## config.mk

```make
export PLATFORM = sky130hd
export DESIGN_NAME = fir_csr_master
export DESIGN_NICKNAME = d
export VERILOG_FILES = /design/src/rtl/fir_csr_master.sv
export SDC_FILE = /design/constraint.sdc
export NUM_CORES = 1
export LEC_CHECK = 0
export BUFFER_PORTS_ARGS = -buffer_cell sky130_fd_sc_hd__buf_4
export CORE_UTILIZATION = 50
export CTS_CLUSTER_SIZE = 10
export DETAILED_ROUTE_END_ITERATION = 8
export PLACE_DENSITY = 0.83
export SYNTH_ARGS = -nofsm -noshare
export SYNTH_HDL_FRONTEND = slang
export SYNTH_SLANG_ARGS = --single-unit
export TNS_END_PERCENT = 50
```

## constraint.sdc

```tcl
create_clock -name i_clk -period 1.8 [get_ports i_clk]
set_input_delay 0 -clock i_clk [delete_from_list [all_inputs] [get_ports i_clk]]
set_output_delay 0 -clock i_clk [all_outputs]
set_load 0.1 [all_outputs]
```

## src/rtl/fir_csr_master.sv

```systemverilog
// Bus initiator for the FIR CSR slave: writes a local coefficient buffer to the slave,
// optionally reads it back and compares, then fetches the 18-bit filter result.
module fir_csr_master #(
    parameter int unsigned NUM_COEF    = 8,
    parameter int unsigned RESULT_ADDR = 8,
    parameter bit          VERIFY_EN   = 1'b1,
    parameter int unsigned TIMEOUT     = 255
) (
    input  logic        i_clk,
    input  logic        i_rst_n,
    input  logic        i_coef_we,
    input  logic [2:0]  i_coef_idx,
    input  logic [7:0]  i_coef_data,
    input  logic        i_start,
    input  logic        i_slave_ready,
    input  logic [31:0] i_readdata,
    output logic        o_chipselect,
    output logic        o_write,
    output logic        o_read,
    output logic [3:0]  o_address,
    output logic [31:0] o_writedata,
    output logic        o_busy,
    output logic        o_done,
    output logic [17:0] o_result,
    output logic        o_mismatch,
    output logic [2:0]  o_err_idx,
    output logic        o_timeout
);

    localparam int unsigned WAIT_W   = $clog2(TIMEOUT + 1);
    localparam logic [2:0]  LAST_IDX = 3'(NUM_COEF - 1);

    typedef enum logic [2:0] {
        StIdle,
        StWr,
        StVrd,
        StVwait,
        StRrd,
        StRwait,
        StFin
    } state_e;

    state_e            r_state, w_state;
    logic [2:0]        r_idx, w_idx;
    logic [WAIT_W-1:0] r_wait, w_wait;
    logic [7:0]        r_buf [NUM_COEF];
    logic              r_cs, w_cs;
    logic              r_write, w_write;
    logic              r_read, w_read;
    logic [3:0]        r_addr, w_addr;
    logic [31:0]       r_wdata, w_wdata;
    logic              r_busy, w_busy;
    logic              r_done, w_done;
    logic [17:0]       r_result, w_result;
    logic              r_mismatch, w_mismatch;
    logic [2:0]        r_err_idx, w_err_idx;
    logic              r_timeout, w_timeout;
    logic [7:0]        w_coef;
    logic              w_unused_rdata;

    assign w_coef         = r_buf[r_idx];
    assign w_unused_rdata = ^i_readdata[31:18];

    // Buffer is frozen while a run is in progress, including the FIN cycle.
    always_ff @(posedge i_clk or negedge i_rst_n) begin
        if (!i_rst_n) begin
            for (int i = 0; i < NUM_COEF; i++) begin
                r_buf[i] <= '0;
            end
        end else if (i_coef_we && !r_busy) begin
            r_buf[i_coef_idx] <= i_coef_data;
        end
    end

    always_ff @(posedge i_clk or negedge i_rst_n) begin
        if (!i_rst_n) begin
            r_state    <= StIdle;
            r_idx      <= '0;
            r_wait     <= '0;
            r_cs       <= 1'b0;
            r_write    <= 1'b0;
            r_read     <= 1'b0;
            r_addr     <= '0;
            r_wdata    <= '0;
            r_busy     <= 1'b0;
            r_done     <= 1'b0;
            r_result   <= '0;
            r_mismatch <= 1'b0;
            r_err_idx  <= '0;
            r_timeout  <= 1'b0;
        end else begin
            r_state    <= w_state;
            r_idx      <= w_idx;
            r_wait     <= w_wait;
            r_cs       <= w_cs;
            r_write    <= w_write;
            r_read     <= w_read;
            r_addr     <= w_addr;
            r_wdata    <= w_wdata;
            r_busy     <= w_busy;
            r_done     <= w_done;
            r_result   <= w_result;
            r_mismatch <= w_mismatch;
            r_err_idx  <= w_err_idx;
            r_timeout  <= w_timeout;
        end
    end

    // Strobes default low each cycle; address/writedata hold their last beat.
    always_comb begin
        w_state    = r_state;
        w_idx      = r_idx;
        w_wait     = r_wait;
        w_cs       = 1'b0;
        w_write    = 1'b0;
        w_read     = 1'b0;
        w_addr     = r_addr;
        w_wdata    = r_wdata;
        w_busy     = r_busy;
        w_done     = 1'b0;
        w_result   = r_result;
        w_mismatch = r_mismatch;
        w_err_idx  = r_err_idx;
        w_timeout  = r_timeout;

        unique case (r_state)
            StIdle: begin
                if (i_start) begin
                    w_mismatch = 1'b0;
                    w_err_idx  = '0;
                    w_timeout  = 1'b0;
                    w_idx      = '0;
                    w_wait     = '0;
                    w_busy     = 1'b1;
                    w_state    = StWr;
                end
            end
            StWr: begin
                if (i_slave_ready) begin
                    w_cs    = 1'b1;
                    w_write = 1'b1;
                    w_addr  = {1'b0, r_idx};
                    w_wdata = {24'd0, w_coef};
                    w_wait  = '0;
                    if (r_idx == LAST_IDX) begin
                        w_idx   = '0;
                        w_state = VERIFY_EN ? StVrd : StRrd;
                    end else begin
                        w_idx = r_idx + 3'd1;
                    end
                end else if (r_wait == WAIT_W'(TIMEOUT - 1)) begin
                    w_timeout = 1'b1;
                    w_state   = StFin;
                end else begin
                    w_wait = r_wait + WAIT_W'(1);
                end
            end
            StVrd: begin
                w_cs    = 1'b1;
                w_read  = 1'b1;
                w_addr  = {1'b0, r_idx};
                w_state = StVwait;
            end
            StVwait: begin
                // Only the first failing index is kept.
                if ((i_readdata[7:0] != w_coef) && !r_mismatch) begin
                    w_mismatch = 1'b1;
                    w_err_idx  = r_idx;
                end
                if (r_idx == LAST_IDX) begin
                    w_idx   = '0;
                    w_state = StRrd;
                end else begin
                    w_idx   = r_idx + 3'd1;
                    w_state = StVrd;
                end
            end
            StRrd: begin
                w_cs    = 1'b1;
                w_read  = 1'b1;
                w_addr  = 4'(RESULT_ADDR);
                w_state = StRwait;
            end
            StRwait: begin
                w_result = i_readdata[17:0];
                w_state  = StFin;
            end
            StFin: begin
                w_done  = 1'b1;
                w_busy  = 1'b0;
                w_state = StIdle;
            end
            default: w_state = StIdle;
        endcase
    end

    assign o_chipselect = r_cs;
    assign o_write      = r_write;
    assign o_read       = r_read;
    assign o_address    = r_addr;
    assign o_writedata  = r_wdata;
    assign o_busy       = r_busy;
    assign o_done       = r_done;
    assign o_result     = r_result;
    assign o_mismatch   = r_mismatch;
    assign o_err_idx    = r_err_idx;
    assign o_timeout    = r_timeout;

endmodule

```

* After elaboration in Yosys (flattened, before gate mapping) *
Index checks and enable logic that the tools add are counted.

storage, ports and cells
  flip-flop bits (word level) = 118
  input bits = 48
  output and inout bits = 64
  logic and storage cells = 103

cells by class
  add/subtract/negate cells = 2
  $lt $le $gt $ge = 3
  equality and inequality tests = 17
  muxes and demuxes = 37
  bitwise gates (word level) = 2
  reduce and logical (&&, ||, !) cells = 20

operators with widths
  operator                                                  number
  bitwise mux 64 bit                                        1
  2-to-1 mux 8 bit                                          6
  2-to-1 mux 3 bit                                          9
  binary-select mux 8 bit (select 3 bit)                    1
  demux 8 bit (select 3 bit)                                1
  one-hot mux 3 bit (6 select lines)                        1
  one-hot mux 8 bit (2 select lines)                        1
  == test 3 bit, second input constant                      4
  one-hot mux 4 bit (3 select lines)                        1
  AND reduction 3 bit                                       4
  != test 2 bit, second input constant                      5
  2-to-1 mux 1 bit                                          9
  != test 3 bit, second input constant                      3
  one-hot mux 3 bit (3 select lines)                        1
  adder 8 x 1 -> 8 bit, second input constant               1
  == test 8 bit, second input constant                      1
  greater-or-equal comparator 4 bit, second input constant  2
  != test 8 bit                                             1
  inverter 3 -> 4 bit                                       2
  one-hot mux 1 bit (2 select lines)                        4
  == test 3 x 2 -> 1 bit, second input constant             2
  one-hot mux 3 bit (2 select lines)                        1
  AND reduction 2 bit                                       3
  nonzero test 2 bit                                        3
  10 further kinds                                          14

* Longest topological paths before layout *
Gate-level depths: netlist (run 1).

  word-level depth = 8
  mapped depth = 10
  depth with buffers taken out = 8

* Worst setup path before layout (run 1) *
OpenSTA, ideal clock, no wires.

  path type = reg2reg
  start point = reg r_busy, in the netlist o_busy
  end point = reg r_buf[16] (netlist bit)
  arrival = 2,021 ps
  slack = -346 ps
  cell stages (with the launch flop) = 5
  clock period less this slack = 2,146 ps
  path through = dfrtp_1 nor3b_1 and3_1 clkbuf_1 mux2_2

on the way
  word-level cells in the longest chain between the ends = 2

RTL lines
  what                            RTL line  text
  start: declaration              52        logic r_busy, w_busy;
  start signal: assignment        100       r_busy <= w_busy;
  zero test 1 bit                 70        end else if (i_coef_we && !r_busy) begin
  logical AND 1 bit               70
  end signal: indexed assignment  71        r_buf[i_coef_idx] <= i_coef_data;
  end: declaration                46        logic [7:0] r_buf [NUM_COEF];

Every way passes these cells.
A chain may end at the register's enable or synchronous reset.

* Worst setup path after layout (run 1) *
  start point = reg r_idx[0]
  end point = reg r_err_idx[1], in the netlist o_err_idx[1]

on the way
  word-level cells in the longest chain between the ends = 8

RTL lines
  what                                                  RTL line  text
  start: declaration                                    44        logic [2:0] r_idx, w_idx;
  start signal: assignment                              93        r_idx <= w_idx;
  inverter 3 -> 4 bit (not written as such)             61        assign w_coef = r_buf[r_idx];
  binary-select mux 8 bit (select 3 bit)                61
  2-to-1 mux 8 bit (not written as such) (2 in series)  61
  != test 8 bit                                         166       if ((i_readdata[7:0] != w_coef) && !r_mismatch) begin
  logical AND 1 bit                                     166
  != test 2 bit (no source line)                        n/a
  AND reduction 3 bit (no source line)                  n/a
  end signal: assignment                                104       r_err_idx <= w_err_idx;
  end: declaration                                      56        logic [2:0] r_err_idx, w_err_idx;

Every way passes these cells. The select of a mux whose other input is x is not followed.

==> results of run 1 <==
## area by class of cell
class / instances / area, sq um / share of cell area
Clock buffer: 21 / 449.2 / 0.05906
Clock inverter: 9 / 151.4 / 0.01990
Sequential cell: 118 / 2958 / 0.3889
Multi-Input combinational cell: 294 / 2539 / 0.3338
Tap cell: 140 / 175.2 / 0.02303
Inverter: 8 / 30.03 / 0.003948
Timing Repair Buffer: 145 / 1304 / 0.1714
## layout by cell type, fill, tap and decap left out, types with 3 or more instances in the layout
master         count
a21oi_1            8
clkbuf_8           3
mux4_2             8
o21ai_0           16
buf_12             6
nor2b_1            5
clkinv_2           3
nand3b_1           4
xnor2_1            4
buf_4            103
mux2_1            25
dlygate4sd3_1     31
o221a_2            3
nand3_1            6
nand2b_1           3
nand2_1           41
clkbuf_16         18
xor2_1             4
a22oi_1            8
dfrtp_1          116
mux2i_1           20
xnor2_2            6
o21ai_1            3
inv_1              6
mux2_2            49
mux2_4             8
conb_1            24
bufinv_16          4
nor2_1            16
## registers in the layout, indices dropped and copies added, names as in the netlist
name	flops
o_write	1
o_err_idx	3
o_done	1
o_writedata	8
o_mismatch	1
o_timeout	1
o_busy	1
o_chipselect	1
r_idx	3
r_state	3
r_wait	8
r_buf	64
o_address	4
o_read	1
o_result	18
## kinds of logic (layout without fill, tap and decap cells)
| family | count (synthesis) | count (layout) | synth area share |
|---|---|---|---|
| buffers and inverters | 47 | 183 | 0.05253 |
| flip-flops | 118 | 118 | 0.5344 |
| AO/OA/AOI/OAI | 47 | 47 | 0.05435 |
| AND/OR/NAND/NOR | 93 | 93 | 0.08424 |
| other | 1 | 24 | 0.0006787 |
| XOR/XNOR | 14 | 14 | 0.02219 |
| adder cells (fa/ha/maj) | 4 | 4 | 0.009058 |
| multiplexers | 112 | 112 | 0.2425 |
## per-layer routing
layer  GRT usage  up-vias  share of wire
met4     0.08513        0          0.033
met5           0        -              0
met2      0.4055      213           0.50
li1            -     1800              -
met3     0.05836       49          0.054
met1      0.3176     2100           0.41
## critical path, cell delays in order, from the launching register on
cell       delay, ns
dfrtp_2         0.46
buf_12          0.17
clkbuf_16       0.17
mux2i_1         0.13
a22oi_1         0.22
nand2_1         0.16
xnor2_2         0.22
nor4_4          0.08
a211oi_4        0.35
mux2i_1         0.27
## path summary, 6_finish.rpt
check | start | endpoint | slack, ns | cells after the start
max | r_idx[0] | o_err_idx[1] | -0.52 | 9
min | i_coef_idx[2] | r_buf[38] | 0.03 | 4
max reg2reg | r_idx[0] | o_err_idx[1] | -0.52 | 9
min reg2reg | o_timeout | o_timeout | 0.50 | 1
max in group asynchronous | i_rst_n | o_busy | 0.15 | 4
min in group asynchronous | i_rst_n | r_buf[33] | 0.52 | 3
## metrics by stage
stage	cells	setup slack [ns]
floorplan	459	-0.2365
global placement	667	-0.4703
detailed placement	667	-0.5501
CTS	732	-0.4556
global route	735	-0.6512
finish	735	-0.5173
## Yosys cell counts, types with 2 or more instances
library cell,instances
mux4_2,8
clkbuf_1,11
o21ai_1,3
nor2_1,16
a22oi_1,8
nor2b_1,5
o21ai_0,17
nand2_1,41
nor3b_2,2
xnor2_1,10
buf_4,24
inv_1,7
nand3_1,6
o221a_2,3
and2_1,3
o21a_1,2
dfrtp_1,118
xor2_1,4
mux2_2,57
nand3b_1,4
mux2_1,25
ha_1,4
a21oi_1,8
or2_1,2
mux2i_1,20
nand4_1,2
nand2b_1,3
buf_6,3
nor4_2,2
## timing repair
action	CTS	global route
buffers inserted	4	3
gates resized for setup	8	16
endpoints found under the hold margin	207	0
pin swaps	4	9
hold buffers	31	0
setup endpoints to repair	9	12
cloned	0	2
==> reports/qor.csv, run 1 <==
metric;value;unit
prevailing post-synth register cell;dfrtp_1;
final setup vio count;7;
maximum fanout along the worst path;8;
# fillers;643;
DR vias;4162;
clk_lat worst skew;0.52;ns
CTS tree;built;
I/O pins;112;
total CTS buffers;17;
top cell type's share of synthesized area;0.5344;
sequential share of the synthesized area;0.5344;
status;complete, but fails checks;
Area growth, synth to finish;37.66;%
Die Y;107.1;microns
kind of critical path;reg -> reg;
die area;11470;sq um
diode count;0;
Core ar.;10790;sq um
Distinct cells, synth;47;
Hold WS;0.03053;ns
nets;636;
crit share post-route;1.287;
CP required;2.23;ns
H-tree depth;4;
crit path capture type;flip-flop;
Final Wtd Congestion;0.8302;
Antenna Nets Post-Route;0;
Synth async-reset ratio;1.000;
final-report hold violation count;0;
Max Transition Viols Final;0;
min Tclk post-route;2.317;ns
Crit path arrival time;2.75;ns
Final Cell Area;7606;sq um
failing checks;negative setup slack;
Clock Path Buffers;2;
fin worst setup slack;-0.5173;ns
GRT Overall Usage;0.2457;
post-synth top area cell;dfrtp_1;
setup_tns;-2.017;ns
Starting Density;0.5119;
Achievable Freq;0.4315;GHz
Remaining Overflow, GRT;0;
placed instance area;6471;sq um
HP Class;in -> reg;
global-route wire length before repair;21190;microns
DRC Markers;0;
clk_skew;0.007126;ns
largest cells by area after synthesis;dfrtp_1, mux2_2, mux2_1;
vias in the first global route;4114;
YS warnings;0;
Root Buffer;clkbuf_8;
Synth Cell Area;5525;sq um
1st-pass router iterations;4;
startpoint class of the critical path;flip-flop;
max_cap viols;0;
routed wire length;14390;microns
row cnt;38;
CTS sink count;118;
share of cells above drive strength 1;0.3966;
final core utilization;0.7047;
Die W;107.1;microns
Mean Syn Cell Area;12.67;sq um
Vias/cell;5.663;
Port Buffer Count;73;
clk slew on worst S/H paths;0.06;ns
Yosys reg bits;118;
Avg WL per Cell;19.58;microns
RSZ-0062 raised after global routing;true;
post-synthesis cell count;436;
antenna violations before repair;0;
EDFF count, synth;0;
largest net degree at the start of global routing;45;
hpwl dp;8470;microns
initial drt markers;247;
Power of run 1 is not shown: default switching activity piles up to over one toggle a cycle in this logic, so the estimate is an artifact.
==> run 2, diff against run 1 <==
==> constraint.sdc (replaced) <==
create_clock -name i_clk -period 1.8 [get_ports i_clk]
set_input_delay 0.27 -clock i_clk [delete_from_list [all_inputs] [get_ports i_clk]]
set_output_delay 0.27 -clock i_clk [all_outputs]
set_load 0.1 [all_outputs]
==> reports/qor.csv, run 2 (same netlist as run 1, synthesis figures left out) <==
metric;value;unit
status;complete, but fails checks;
failing checks;negative setup slack;
DRC Markers;0;
met1 usage;0.3393;
Area growth, synth to finish;35.58;%
row cnt;38;
flop2flop setup slack;-0.69;ns
final core utilization;0.6941;
CTS sink count;118;
min-delay src;i_readdata[4];
crit path capture type;flip-flop;
kind of critical path;reg -> reg;
final setup vio count;5;
commonest non-fill, non-tap cell in the layout;dfrtp_1;
largest net degree at the start of global routing;40;
FF-to-FF path depth;7;
share of cells above drive strength 1;0.4131;
Clock Path Buffers;2;
vias in the first global route;4231;
Largest register FFs;64;
hold path depth;2;
Remaining Overflow, GRT;0;
1st-pass router iterations;5;
Avg WL per Cell;21.07;microns
HP Class;in -> reg;
multi-input logic area;2519;sq um
Final Non-Filler Cells;721;
Achievable Freq;0.4019;GHz
max_cap viols;0;
Crit path arrival time;2.91;ns
GR peak layer;met2;
fin worst setup slack;-0.6881;ns
antenna violations before repair;0;
global-route wire length before repair;23160;microns
met3 Track Usage GR;0.06322;
FF-to-FF Start;r_idx[0];
crit share post-route;1.382;
final-report hold violation count;0;
Die W;107.1;microns
Core ar.;10790;sq um
Port Buffer Count;73;
diode count;0;
clk_lat worst skew;0.52;ns
Hold WS;0.01379;ns
commonest cells after routing, fill and taps aside;dfrtp_1, buf_4, mux2_2, nand2_1, mux2_1;
total CTS buffers;17;
Worst Hold End;o_result[4];
CP required;2.22;ns
Vias/cell;5.856;
hpwl dp;8864;microns
Final Wtd Congestion;0.8228;
startpoint class of the critical path;flip-flop;
DR vias;4222;
GRT Overall Usage;0.2728;
die area;11470;sq um
placed insts;669;
min Tclk post-route;2.488;ns
routed wire length;15190;microns
I/O pins;112;
r2r endpoint;o_err_idx[0];
Die Y;107.1;microns
clk slew on worst S/H paths;0.06;ns
Most flops, register;r_buf;
CTS tree;built;
maximum fanout along the worst path;6;
Starting Density;0.5119;
Antenna Nets Post-Route;0;
initial drt markers;362;
RSZ-0062 raised after global routing;true;
# fillers;665;
nets;620;
Root Buffer;clkbuf_8;
H-tree depth;4;
clk_skew;0.008708;ns
Max Transition Viols Final;0;
M2 GR Usage;0.4507;
flip-flop and latch area;2959;sq um
run 2: stage by stage:
stage          area [sq um]  setup TNS (ns)  setup WS, ns
3_5_place_dp           6499          -3.035       -0.6460
5_1_grt                7491          -3.209       -0.7473
3_3_place_gp           6499          -2.264       -0.4722
2_1_floorplan          5674          -2.659       -0.2365
6_report               7491          -2.603       -0.6881
4_1_cts                7412          -1.886       -0.4800
run 2: final cells by class:
class	count	area share
flip-flops and latches	118	0.3950
multi-input cells	294	0.3362
repair buffers	129	0.1563
clock buffers	21	0.05863
clock inverters	11	0.02639
well taps	140	0.02338
inverters	8	0.004009
run 2: per-layer routing:
layer / wire length, microns / part of all wire / vias to the layer above
li1: - / - / 1764
met1: 5999 / 0.39 / 2182
met2: 7690 / 0.51 / 223
met3: 924 / 0.061 / 53
met4: 575 / 0.038 / 0
met5: 0 / 0 / -
run 2: critical path, stage by stage (launching register included):
cell	delay, ns
dfrtp_2	0.43
buf_12	0.17
mux4_2	0.56
mux2i_2	0.23
xnor2_1	0.11
nor4_2	0.48
a211oi_4	0.16
mux2i_1	0.25
run 2: worst max-delay path by stage:
stage                  start      endpoint  slack (ns)  cells after the start
global route        r_idx[0]  o_err_idx[0]       -0.75                      7
global placement    r_idx[0]  o_err_idx[2]       -0.47                      7
finish              r_idx[0]  o_err_idx[0]       -0.69                      7
floorplan           r_idx[0]  o_err_idx[0]       -0.24                      7
detailed placement  r_idx[0]  o_err_idx[0]       -0.65                      7
CTS                 r_idx[0]  o_err_idx[0]       -0.48                      9
run 2: what timing repair did:
action | CTS | global route
gates resized for setup | 14 | 12
endpoints found under the setup margin | 9 | 13
cloned | 2 | 0
endpoints found under the hold margin | 36 | 1
pin swaps | 1 | 8
setup buffers | 2 | 2
hold buffers | 13 | 1
Power of run 2 is left out for the same reason.
==> run 3, diff against run 2 <==
--- a/config.mk
+++ b/config.mk
@@ -9,6 +9,7 @@
 export CORE_UTILIZATION = 50
 export CTS_CLUSTER_SIZE = 10
 export DETAILED_ROUTE_END_ITERATION = 8
+export MAX_ROUTING_LAYER = met4
 export PLACE_DENSITY = 0.83
 export SYNTH_ARGS = -nofsm -noshare
 export SYNTH_HDL_FRONTEND = slang
==> constraint.sdc (replaced) <==
create_clock -name i_clk -period 1.8 [get_ports i_clk]
set_input_delay 0.09 -clock i_clk [delete_from_list [all_inputs] [get_ports i_clk]]
set_output_delay 0.09 -clock i_clk [all_outputs]
set_load 0.1 [all_outputs]
==> reports/qor.csv, run 3 (same netlist as run 1, synthesis figures left out) <==
metric;value;unit
DRC Markers;0;
CTS sink count;118;
total CTS buffers;17;
startpoint class of the critical path;flip-flop;
Sw Ratio;0.4597;
clk_lat worst skew;0.52;ns
Remaining Overflow, GRT;0;
crit path capture type;flip-flop;
H-tree depth;4;
Final Wtd Congestion;0.8513;
vias in the first global route;4013;
Die Y;107.1;microns
Int Pwr;8714;uW
GRT Overall Usage;0.2450;
nets;635;
Most flops, register;r_buf;
Clk pwr share;0.196;
Hold WS;0.1051;ns
commonest non-fill, non-tap cell in the layout;dfrtp_1;
flop2flop setup slack;-0.64;ns
Max VDD drop;1930;uV
FF-to-FF Start;r_idx[0];
Crit path arrival time;2.87;ns
kind of critical path;reg -> reg;
status;complete, but fails checks;
row cnt;38;
Achievable Freq;0.4096;GHz
I/O pins;112;
commonest cells after routing, fill and taps aside;dfrtp_1, buf_4, mux2_2, nand2_1, dlygate4sd3_1;
Max Transition Viols Final;0;
max_cap viols;0;
CP required;2.23;ns
clk_skew;0.006256;ns
max_slew headroom;0.6386;
largest net degree at the start of global routing;61;
routed wire length;13070;microns
Sw Pwr;7414;uW
Antenna Nets Post-Route;0;
initial drt markers;230;
final-report hold violation count;0;
GR peak layer;met2;
global-route wire length before repair;20470;microns
Area growth, synth to finish;35.10;%
Root Buffer;clkbuf_8;
slew at the pin closest to its max-slew limit;0.5403;ns
Port Buffer Count;73;
failing checks;negative setup slack;
DR vias;4026;
RSZ-0062 raised after global routing;true;
antenna violations before repair;0;
Pwr Density;2160;nW/um^2
Starting Density;0.5119;
Vias/cell;5.470;
Die W;107.1;microns
r2r endpoint;o_err_idx[2];
min Tclk post-route;2.441;ns
final setup vio count;5;
share of cells above drive strength 1;0.3960;
FF-to-FF path depth;10;
Core ar.;10790;sq um
HP Class;in -> async;
# fillers;711;
1st-pass router iterations;5;
placed instance area;6479;sq um
CTS tree;built;
Final Cell Area;7465;sq um
die area;11470;sq um
Sequential Power Share;0.285;
clk slew on worst S/H paths;0.06;ns
crit share post-route;1.356;
met3 Track Usage GR;0.05410;
Avg WL per Cell;17.76;microns
maximum fanout along the worst path;17;
fin worst setup slack;-0.6412;ns
Clock Path Buffers;2;
Gate power share;0.518;
diode count;0;
Leak;0.003449;uW
met1 usage;0.3079;
Largest register FFs;64;
hpwl dp;8354;microns
M2 GR Usage;0.3848;
run 3: area by class of cell:
cell class / instances / area, sq um / share of cell area
inverters: 8 / 30.03 / 0.004023
well taps: 140 / 175.2 / 0.02347
clock buffers: 19 / 441.7 / 0.05917
multi-input cells: 294 / 2485 / 0.3329
clock inverters: 13 / 122.6 / 0.01643
flip-flops and latches: 118 / 2959 / 0.3964
repair buffers: 144 / 1251 / 0.1676
run 3: power by group through the flow:
stage / clock network, uW / registers (uW) / logic (uW)
2_1_floorplan: 0 / 7210 / 3270
3_3_place_gp: 0 / 4520 / 7690
3_5_place_dp: 0 / 4580 / 7850
4_1_cts: 3210 / 4570 / 8070
5_1_grt: 3330 / 4730 / 8770
6_report: 3160 / 4600 / 8360
run 3: metal layers:
metal	part of all wire	wire, microns
met2	0.50	6545
met4	0.022	291
met3	0.055	719
met5	0	0
met1	0.42	5515
run 3: what timing repair did:
| action | CTS | global route |
|---|---|---|
| endpoints found under the hold margin | 203 | 0 |
| endpoints found under the setup margin | 9 | 12 |
| gates resized for setup | 7 | 10 |
| pin swaps | 3 | 5 |
| hold buffers | 30 | 0 |
| buffers inserted | 3 | 3 |
run 3: worst max-delay path by stage:
stage	from	to	slack, ns	depth (start not counted)
after floorplan	r_idx[0]	o_err_idx[0]	-0.24	7
after global placement	r_idx[0]	o_err_idx[2]	-0.47	7
after detailed placement	r_idx[0]	o_err_idx[1]	-0.57	7
after CTS	r_idx[0]	o_err_idx[2]	-0.49	8
after global routing	r_idx[0]	o_err_idx[2]	-0.72	8
final	r_idx[0]	o_err_idx[2]	-0.64	10
run 3: per-stage QoR:
| stage | instances | total power, uW | utilization | setup WS, ns | TNS (ns) |
|---|---|---|---|---|---|
| finish | 736 | 16130 | 0.6916 | -0.6412 | -2.396 |
| global route | 736 | 16830 | 0.6916 | -0.7173 | -2.895 |
| CTS | 733 | 15850 | 0.6846 | -0.4884 | -2.034 |
| detailed placement | 668 | 12440 | 0.6003 | -0.5686 | -2.727 |
| global placement | 668 | 12210 | 0.6003 | -0.4744 | -2.328 |
| floorplan | 459 | 10480 | - | -0.2365 | -2.659 |
run 3: worst max-delay path, cell delays in order (launching register included):
cell and delay [ns]:
dfrtp_2 0.49, buf_12 0.16, buf_12 0.16, mux2i_1 0.14, a22oi_1 0.22, nand2_1 0.15, xnor2_1 0.34, nor4_4 0.07
a211oi_2 0.23, buf_4 0.19, mux2i_1 0.21
Power figures use the tool's default switching activity.
